## src/rtl/fetch_queue_if.sv

```systemverilog
// fetch_queue_if
//   Bundles the memory request/response channel, the redirect inputs and the
//   decode-side handshake of the instruction prefetch queue.
//   master : the prefetch queue (drives requests and the decode head entry)
//   slave  : the environment (memory, branch resolution and decode)
//
//   imem_req/imem_addr     request strobe and address (queue -> memory)
//   imem_valid/imem_rdata  in-order response strobe and word (memory -> queue)
//   redirect/redirect_pc   flush and restart address (branch unit -> queue)
//   instr_valid/instr/instr_pc  head entry (queue -> decode)
//   instr_ready            decode accepts the head entry
//   count                  current FIFO occupancy
interface fetch_queue_if #(
  parameter int DATA_WIDTH = 32,
  parameter int ADDR_WIDTH = 32,
  parameter int DEPTH      = 4
);
  localparam int CNT_W = $clog2(DEPTH + 1);

  logic                  imem_req;
  logic [ADDR_WIDTH-1:0] imem_addr;
  logic                  imem_valid;
  logic [DATA_WIDTH-1:0] imem_rdata;
  logic                  redirect;
  logic [ADDR_WIDTH-1:0] redirect_pc;
  logic                  instr_valid;
  logic [DATA_WIDTH-1:0] instr;
  logic [ADDR_WIDTH-1:0] instr_pc;
  logic                  instr_ready;
  logic [CNT_W-1:0]      count;

  modport master (
    output imem_req, imem_addr,
    input  imem_valid, imem_rdata,
    input  redirect, redirect_pc,
    output instr_valid, instr, instr_pc,
    input  instr_ready,
    output count
  );

  modport slave (
    input  imem_req, imem_addr,
    output imem_valid, imem_rdata,
    output redirect, redirect_pc,
    input  instr_valid, instr, instr_pc,
    output instr_ready,
    input  count
  );
endinterface

```

## src/rtl/fetch_queue.sv

```systemverilog
// fetch_queue
//   Instruction prefetch queue between instruction memory and decode.
//   Generates sequential fetch addresses, keeps at most one memory request
//   in flight and buffers returned words with their PCs in a DEPTH-entry
//   FIFO. A redirect flushes the FIFO and restarts fetch at the new PC.
//
//   clk  : clock, all state updates on the rising edge
//   rst  : synchronous active-high reset
//   bus  : fetch_queue_if.master (memory channel, redirect, decode head)
module fetch_queue #(
  parameter int                    DATA_WIDTH = 32,
  parameter int                    ADDR_WIDTH = 32,
  parameter int                    DEPTH      = 4,
  parameter logic [ADDR_WIDTH-1:0] RESET_PC   = '0
) (
  input logic           clk,
  input logic           rst,
  fetch_queue_if.master bus
);
  localparam int              PTR_W   = $clog2(DEPTH);
  localparam int              CNT_W   = $clog2(DEPTH + 1);
  localparam logic [CNT_W:0]  DEPTH_C = (CNT_W + 1)'(DEPTH);

  // Control state
  logic [ADDR_WIDTH-1:0] fetch_pc_q, fetch_pc_d;
  logic                  outstanding_q, outstanding_d;
  logic                  drop_q, drop_d;
  logic [PTR_W-1:0]      head_q, head_d;
  logic [PTR_W-1:0]      tail_q, tail_d;
  logic [CNT_W-1:0]      count_q, count_d;

  // Data state (no reset needed: only read when count says the slot is live)
  logic [ADDR_WIDTH-1:0] req_pc_q, req_pc_d;
  logic [DATA_WIDTH-1:0] word_mem [DEPTH];
  logic [ADDR_WIDTH-1:0] pc_mem   [DEPTH];

  logic                  resp;
  logic                  accept;
  logic                  issue;
  logic                  deq;
  logic [CNT_W:0]        occ_after_accept;
  logic                  unused_redirect_lsbs;

  assign unused_redirect_lsbs = ^bus.redirect_pc[1:0];

  always_comb begin
    resp   = bus.imem_valid && outstanding_q;
    accept = resp && !drop_q && !bus.redirect;
    // The slot for a response landing this cycle is reserved before a new
    // request may go out, so the FIFO can never overflow. Dequeues are not
    // credited here.
    occ_after_accept = {1'b0, count_q} + {{CNT_W{1'b0}}, accept};
    issue  = !rst && !bus.redirect && (!outstanding_q || bus.imem_valid) &&
             (occ_after_accept < DEPTH_C);
    deq    = (count_q != '0) && bus.instr_ready && !bus.redirect;
  end

  always_comb begin
    fetch_pc_d    = fetch_pc_q;
    req_pc_d      = req_pc_q;
    outstanding_d = outstanding_q;
    drop_d        = drop_q;
    head_d        = head_q;
    tail_d        = tail_q;
    count_d       = count_q;

    if (bus.redirect) begin
      fetch_pc_d    = {bus.redirect_pc[ADDR_WIDTH-1:2], 2'b00};
      head_d        = '0;
      tail_d        = '0;
      count_d       = '0;
      // A response in this cycle is simply discarded; only a request still
      // in flight after this edge needs its future response dropped.
      outstanding_d = outstanding_q && !bus.imem_valid;
      drop_d        = outstanding_q && !bus.imem_valid;
    end else begin
      if (issue) begin
        fetch_pc_d    = fetch_pc_q + ADDR_WIDTH'(4);
        req_pc_d      = fetch_pc_q;
        outstanding_d = 1'b1;
      end else if (resp) begin
        outstanding_d = 1'b0;
      end

      if (resp) begin
        drop_d = 1'b0;
      end

      if (accept) begin
        tail_d = tail_q + PTR_W'(1);
      end

      if (deq) begin
        head_d = head_q + PTR_W'(1);
      end

      case ({accept, deq})
        2'b10:   count_d = count_q + CNT_W'(1);
        2'b01:   count_d = count_q - CNT_W'(1);
        default: count_d = count_q;
      endcase
    end
  end

  always_ff @(posedge clk) begin
    if (rst) begin
      fetch_pc_q    <= RESET_PC;
      outstanding_q <= 1'b0;
      drop_q        <= 1'b0;
      head_q        <= '0;
      tail_q        <= '0;
      count_q       <= '0;
    end else begin
      fetch_pc_q    <= fetch_pc_d;
      outstanding_q <= outstanding_d;
      drop_q        <= drop_d;
      head_q        <= head_d;
      tail_q        <= tail_d;
      count_q       <= count_d;
    end
  end

  always_ff @(posedge clk) begin
    req_pc_q <= req_pc_d;
    if (accept && !rst) begin
      word_mem[tail_q] <= bus.imem_rdata;
      pc_mem[tail_q]   <= req_pc_q;
    end
  end

  assign bus.imem_req    = issue;
  assign bus.imem_addr   = fetch_pc_q;
  assign bus.count       = count_q;
  assign bus.instr_valid = (count_q != '0);
  assign bus.instr       = (count_q != '0) ? word_mem[head_q] : '0;
  assign bus.instr_pc    = (count_q != '0) ? pc_mem[head_q]   : '0;

endmodule

```

## src/flat_wrapper.sv

```systemverilog
// flat-port wrapper written by rule: the top's interface ports become plain ports
module fetch_queue_flat 
#(
  parameter int                    DATA_WIDTH = 32,
  parameter int                    ADDR_WIDTH = 32,
  parameter int                    DEPTH      = 4,
  parameter logic [ADDR_WIDTH-1:0] RESET_PC   = '0
)
  (clk, rst, bus_imem_req, bus_imem_addr, bus_imem_valid, bus_imem_rdata, bus_redirect, bus_redirect_pc, bus_instr_valid, bus_instr, bus_instr_pc, bus_instr_ready, bus_count);
  fetch_queue_if #(.DATA_WIDTH(DATA_WIDTH), .ADDR_WIDTH(ADDR_WIDTH), .DEPTH(DEPTH)) bus_i ();
  input logic clk;
  input logic rst;
  output wire logic [$bits(bus_i.imem_req)-1:0] bus_imem_req;
  output wire logic [$bits(bus_i.imem_addr)-1:0] bus_imem_addr;
  input wire logic [$bits(bus_i.imem_valid)-1:0] bus_imem_valid;
  input wire logic [$bits(bus_i.imem_rdata)-1:0] bus_imem_rdata;
  input wire logic [$bits(bus_i.redirect)-1:0] bus_redirect;
  input wire logic [$bits(bus_i.redirect_pc)-1:0] bus_redirect_pc;
  output wire logic [$bits(bus_i.instr_valid)-1:0] bus_instr_valid;
  output wire logic [$bits(bus_i.instr)-1:0] bus_instr;
  output wire logic [$bits(bus_i.instr_pc)-1:0] bus_instr_pc;
  input wire logic [$bits(bus_i.instr_ready)-1:0] bus_instr_ready;
  output wire logic [$bits(bus_i.count)-1:0] bus_count;
  assign bus_imem_req = bus_i.imem_req;
  assign bus_imem_addr = bus_i.imem_addr;
  assign bus_i.imem_valid = bus_imem_valid;
  assign bus_i.imem_rdata = bus_imem_rdata;
  assign bus_i.redirect = bus_redirect;
  assign bus_i.redirect_pc = bus_redirect_pc;
  assign bus_instr_valid = bus_i.instr_valid;
  assign bus_instr = bus_i.instr;
  assign bus_instr_pc = bus_i.instr_pc;
  assign bus_i.instr_ready = bus_instr_ready;
  assign bus_count = bus_i.count;
  fetch_queue #(.DATA_WIDTH(DATA_WIDTH), .ADDR_WIDTH(ADDR_WIDTH), .DEPTH(DEPTH), .RESET_PC(RESET_PC)) u_core (.clk(clk), .rst(rst), .bus(bus_i));
endmodule
```

## config.mk

```make
export PLATFORM = sky130hd
export DESIGN_NAME = fetch_queue_flat
export DESIGN_NICKNAME = d
export VERILOG_FILES = /design/src/rtl/fetch_queue_if.sv /design/src/rtl/fetch_queue.sv /design/src/flat_wrapper.sv
export SDC_FILE = /design/constraint.sdc
export NUM_CORES = 1
export LEC_CHECK = 0
export BUFFER_PORTS_ARGS = -buffer_cell sky130_fd_sc_hd__clkbuf_2
export CAP_MARGIN = 15
export CORE_MARGIN = 2
export CORE_UTILIZATION = 35
export DETAILED_ROUTE_END_ITERATION = 16
export PLACE_DENSITY = 0.56
export SYNTH_ARGS = -nofsm -noshare
export SYNTH_HDL_FRONTEND = slang
export SYNTH_SLANG_ARGS = --single-unit
```

## constraint.sdc

```tcl
create_clock -name clk -period 6.25 [get_ports clk]
set_input_delay 0 -clock clk [delete_from_list [all_inputs] [get_ports clk]]
set_output_delay 0 -clock clk [all_outputs]
set_load 0.005 [all_outputs]
```

==> flow_summary.toml <==
[setup_path]
critPathArrivalTime_ps = 3370
end_kind = "flip-flop"
cp-start-kind = "flip-flop"
r2r_cells = 10
critPathBufInv = 4
path_max_fanout = 19
required_ps = 6700
crit_slowest_cell = "dlygate4sd3_1"
path_cells = "nand2_1 > nor3_1 > clkinv_2 > o2111ai_2 > buf_4 > inv_2 > nor2_1 > o21ai_1 > a21oi_1 > dlygate4sd3_1"
r2r_end = "u_core.bus.imem_addr[6]$_SDFFE_PP0P_"
path_depth = 10
r2r_setup_slack_ps = 3330
timing.rr.start = "u_core.outstanding_q$_SDFFE_PP0P_"
max_stage_delay_ps = 560
worst_path_dominant_cell_family = "buffers and inverters"
crit_type = "flip-flop to flip-flop"

[sta]
slew_headroom_pct = 29.7
setup_tns_ps = 0
whs_ps = 35.4
rsz0062_at_grt = "no"
fin_worst_skew_ps = 20.6
min_period_ps = 2920
worst_pin_slew_ps = 1050
fmax_ghz = 0.342
fin_ws_ps = 3330
timing.final.crit_share_pct = 46.7
drv_slew = 0
setup_viol_count_final = 0
hold_viol_final = 0

[logic_synthesis]
synth.area.top_cells = "edfxtp_1 (67%), mux4_2 (11%), dfxtp_1 (6.6%)"
synth_edf_count = 278
syn_inst = 715
syn_area_um2 = 12500
syn_avg_cell_area_um2 = 17.5
async_reset_ff_share_pct = 0
ys_seq_area_share_pct = 73.5
yosys.area.top_type = "edfxtp_1"
synth_ff_type = "edfxtp_1"
ys_warn_count = 0
ys_ff_latch = 319
synth_top_area_share_pct = 66.9
synth_cell_types = 51

[die]
die_h_um = 193
coreArea_um2 = 35300
die_w_um = 193
rows = 69
ioPinCount = 170
start_util_pct = 35.3
dieArea_um2 = 37200

[cts]
cts_buffers = 36
root_buffer = "clkbuf_16"
cts_tree = "yes"
cts_setup_buffers = 0
clockBufferDepth = 3
cts.sinks = 319
insertion_delay_ps = 510
cts-htree-levels = 2
clk_pin_slew_ps = 60
cts_resized = 0

[cells_and_area]
final_common_cell = "edfxtp_1"
final_cell_mix = "edfxtp_1 (278), clkbuf_2 (163), dlygate4sd3_1 (73), mux4_2 (62), nor2b_1 (62)"
final_util_pct = 44.4
layout.nets = 1036
drive_gt1_share_pct = 29.7
syn_to_final_growth_pct = 25.6
fillers = 3152
n_antenna_cell = 0

[global_route]
grt_max_degree = 65
overflow = 0
antenna_found_initial = 0
grt_pass1_vias = 7281
grt_pass1_wl_mm = 42.2
grt_usage_pct = 14.9

[worst_hold_path]
min_path_cells = 4
hold_end = "u_core.bus.imem_addr[10]$_SDFFE_PP0P_"
hp-class = "input port to flip-flop"
hold_path.startpoint = "bus_redirect"

[place]
place.gp.congestion = 0.794
io_buffers = 163
pre_cts_ws_ps = 3430
dp_hpwl_mm = 15.7

[route]
vias_per_cell = 5.00
drt_first_pass_iters = 6
drtIter0Drc = 468
totalWireLength_mm = 27.5
wl_per_cell_um = 19.1
drtAntennaViolNets = 0
num_vias = 7227
drcViolationCount = 0

[power_and_ir_drop]
vdd_drop_max_mv = 0.161
power.leakage_nw = 5.27
p_per_area_nw_per_um2 = 289

[status]
status = "complete, no violations"

[run]
drv_cap = 0
-- worst max-delay path by stage --
stage,from,to,slack [ps]
after floorplan,u_core.outstanding_q$_SDFFE_PP0P_,u_core.pc_mem[0][10]$_DFFE_PP_,3350
after detailed placement,u_core.bus.count[1]$_SDFFE_PP0P_,u_core.bus.count[2]$_SDFFE_PP0P_,3430
after global routing,flip-flop,bus_instr_pc[12],3060
final,u_core.outstanding_q$_SDFFE_PP0P_,u_core.bus.imem_addr[6]$_SDFFE_PP0P_,3330
after global placement,u_core.bus.count[0]$_SDFFE_PP0P_,u_core.bus.count[2]$_SDFFE_PP0P_,3500
after CTS,flip-flop,bus_instr_pc[12],3200
-- final cells by class --
| class | instances | area [um2] | share of cell area, % |
|---|---|---|---|
| Clock buffer | 48 | 1010 | 6.44 |
| Timing Repair Buffer | 244 | 1610 | 10.3 |
| Sequential cell | 319 | 9180 | 58.6 |
| Multi-Input combinational cell | 344 | 3110 | 19.9 |
| Clock inverter | 15 | 133 | 0.846 |
| Tap cell | 461 | 577 | 3.68 |
| Inverter | 15 | 57.6 | 0.367 |
-- state kept, by name, indices dropped and copies added, names as in the netlist, named ones only --
signal	count
u_core.word_mem	128
u_core.pc_mem	120
u_core.bus.imem_addr	30
u_core.req_pc_q	30
u_core.bus.count	3
u_core.head_q	2
u_core.tail_q	2
u_core.drop_q	1
u_core.outstanding_q	1
-- cell usage after synthesis, types with 4 or more instances --
library cell and n:
and3_1 6, a21oi_1 15, nand3_1 15, nor2_1 25, or3_1 10, inv_1 12
mux4_2 62, nor2b_1 62, nand2_1 35, xor2_1 6, buf_1 6, ha_1 6
and2_1 5, nor3_1 7, edfxtp_1 278, o22ai_1 4, clkbuf_1 27, o211ai_1 10
nand4_1 12, buf_4 4, dfxtp_1 41, or4_1 6, o21ai_1 5, a31oi_1 15
-- stage by stage --
step | power [W] | area, um2 | cells
2_1_floorplan | 0.00246 | 12500 | 718
3_3_place_gp | 0.00253 | 13800 | 1310
5_1_grt | 0.00471 | 15700 | 1446
6_report | 0.00453 | 15700 | 1446
3_5_place_dp | 0.00253 | 13800 | 1310
4_1_cts | 0.00459 | 15700 | 1446
-- cell families (layout without fill, tap and decap cells) --
family,count (synthesis),after routing,synth area share [%]
simple gates,195,195,8.51
compound gates,66,66,3.50
mux,63,63,11.3
fa+ha+maj,7,7,0.762
other cells,1,4,0.0300
buf+inv,55,322,1.81
flops,319,319,73.5
xor+xnor,9,9,0.632
-- metal layers --
layer,part of all wire (%),GRT usage (%),up-vias
met5,0,0,-
met4,1.6,3.99,0
met3,6.5,2.91,32
met2,47,24.0,261
met1,45,20.7,3626
li1,-,-,3308
-- repair_timing --
action	CTS	global route
hold buffers	73	0
setup endpoints to repair	0	0
endpoints found under the hold margin	162	0
-- where the power goes --
| group | switching (W) | internal, W | leakage, nW |
|---|---|---|---|
| sequential | 0.0000376 | 0.00234 | 2.85 |
| combinational | 0.0000698 | 0.0000758 | 1.87 |
| clock | 0.000793 | 0.00121 | 0.550 |
-- worst reg2reg max path: stages (launching register included) --
cell,delay (ps)
dfxtp_1,340
nand2_1,70
nor3_1,340
clkinv_2,200
o2111ai_2,220
buf_4,270
inv_2,190
nor2_1,400
o21ai_1,130
a21oi_1,150
dlygate4sd3_1,560
Power figures use the tool's default switching activity.
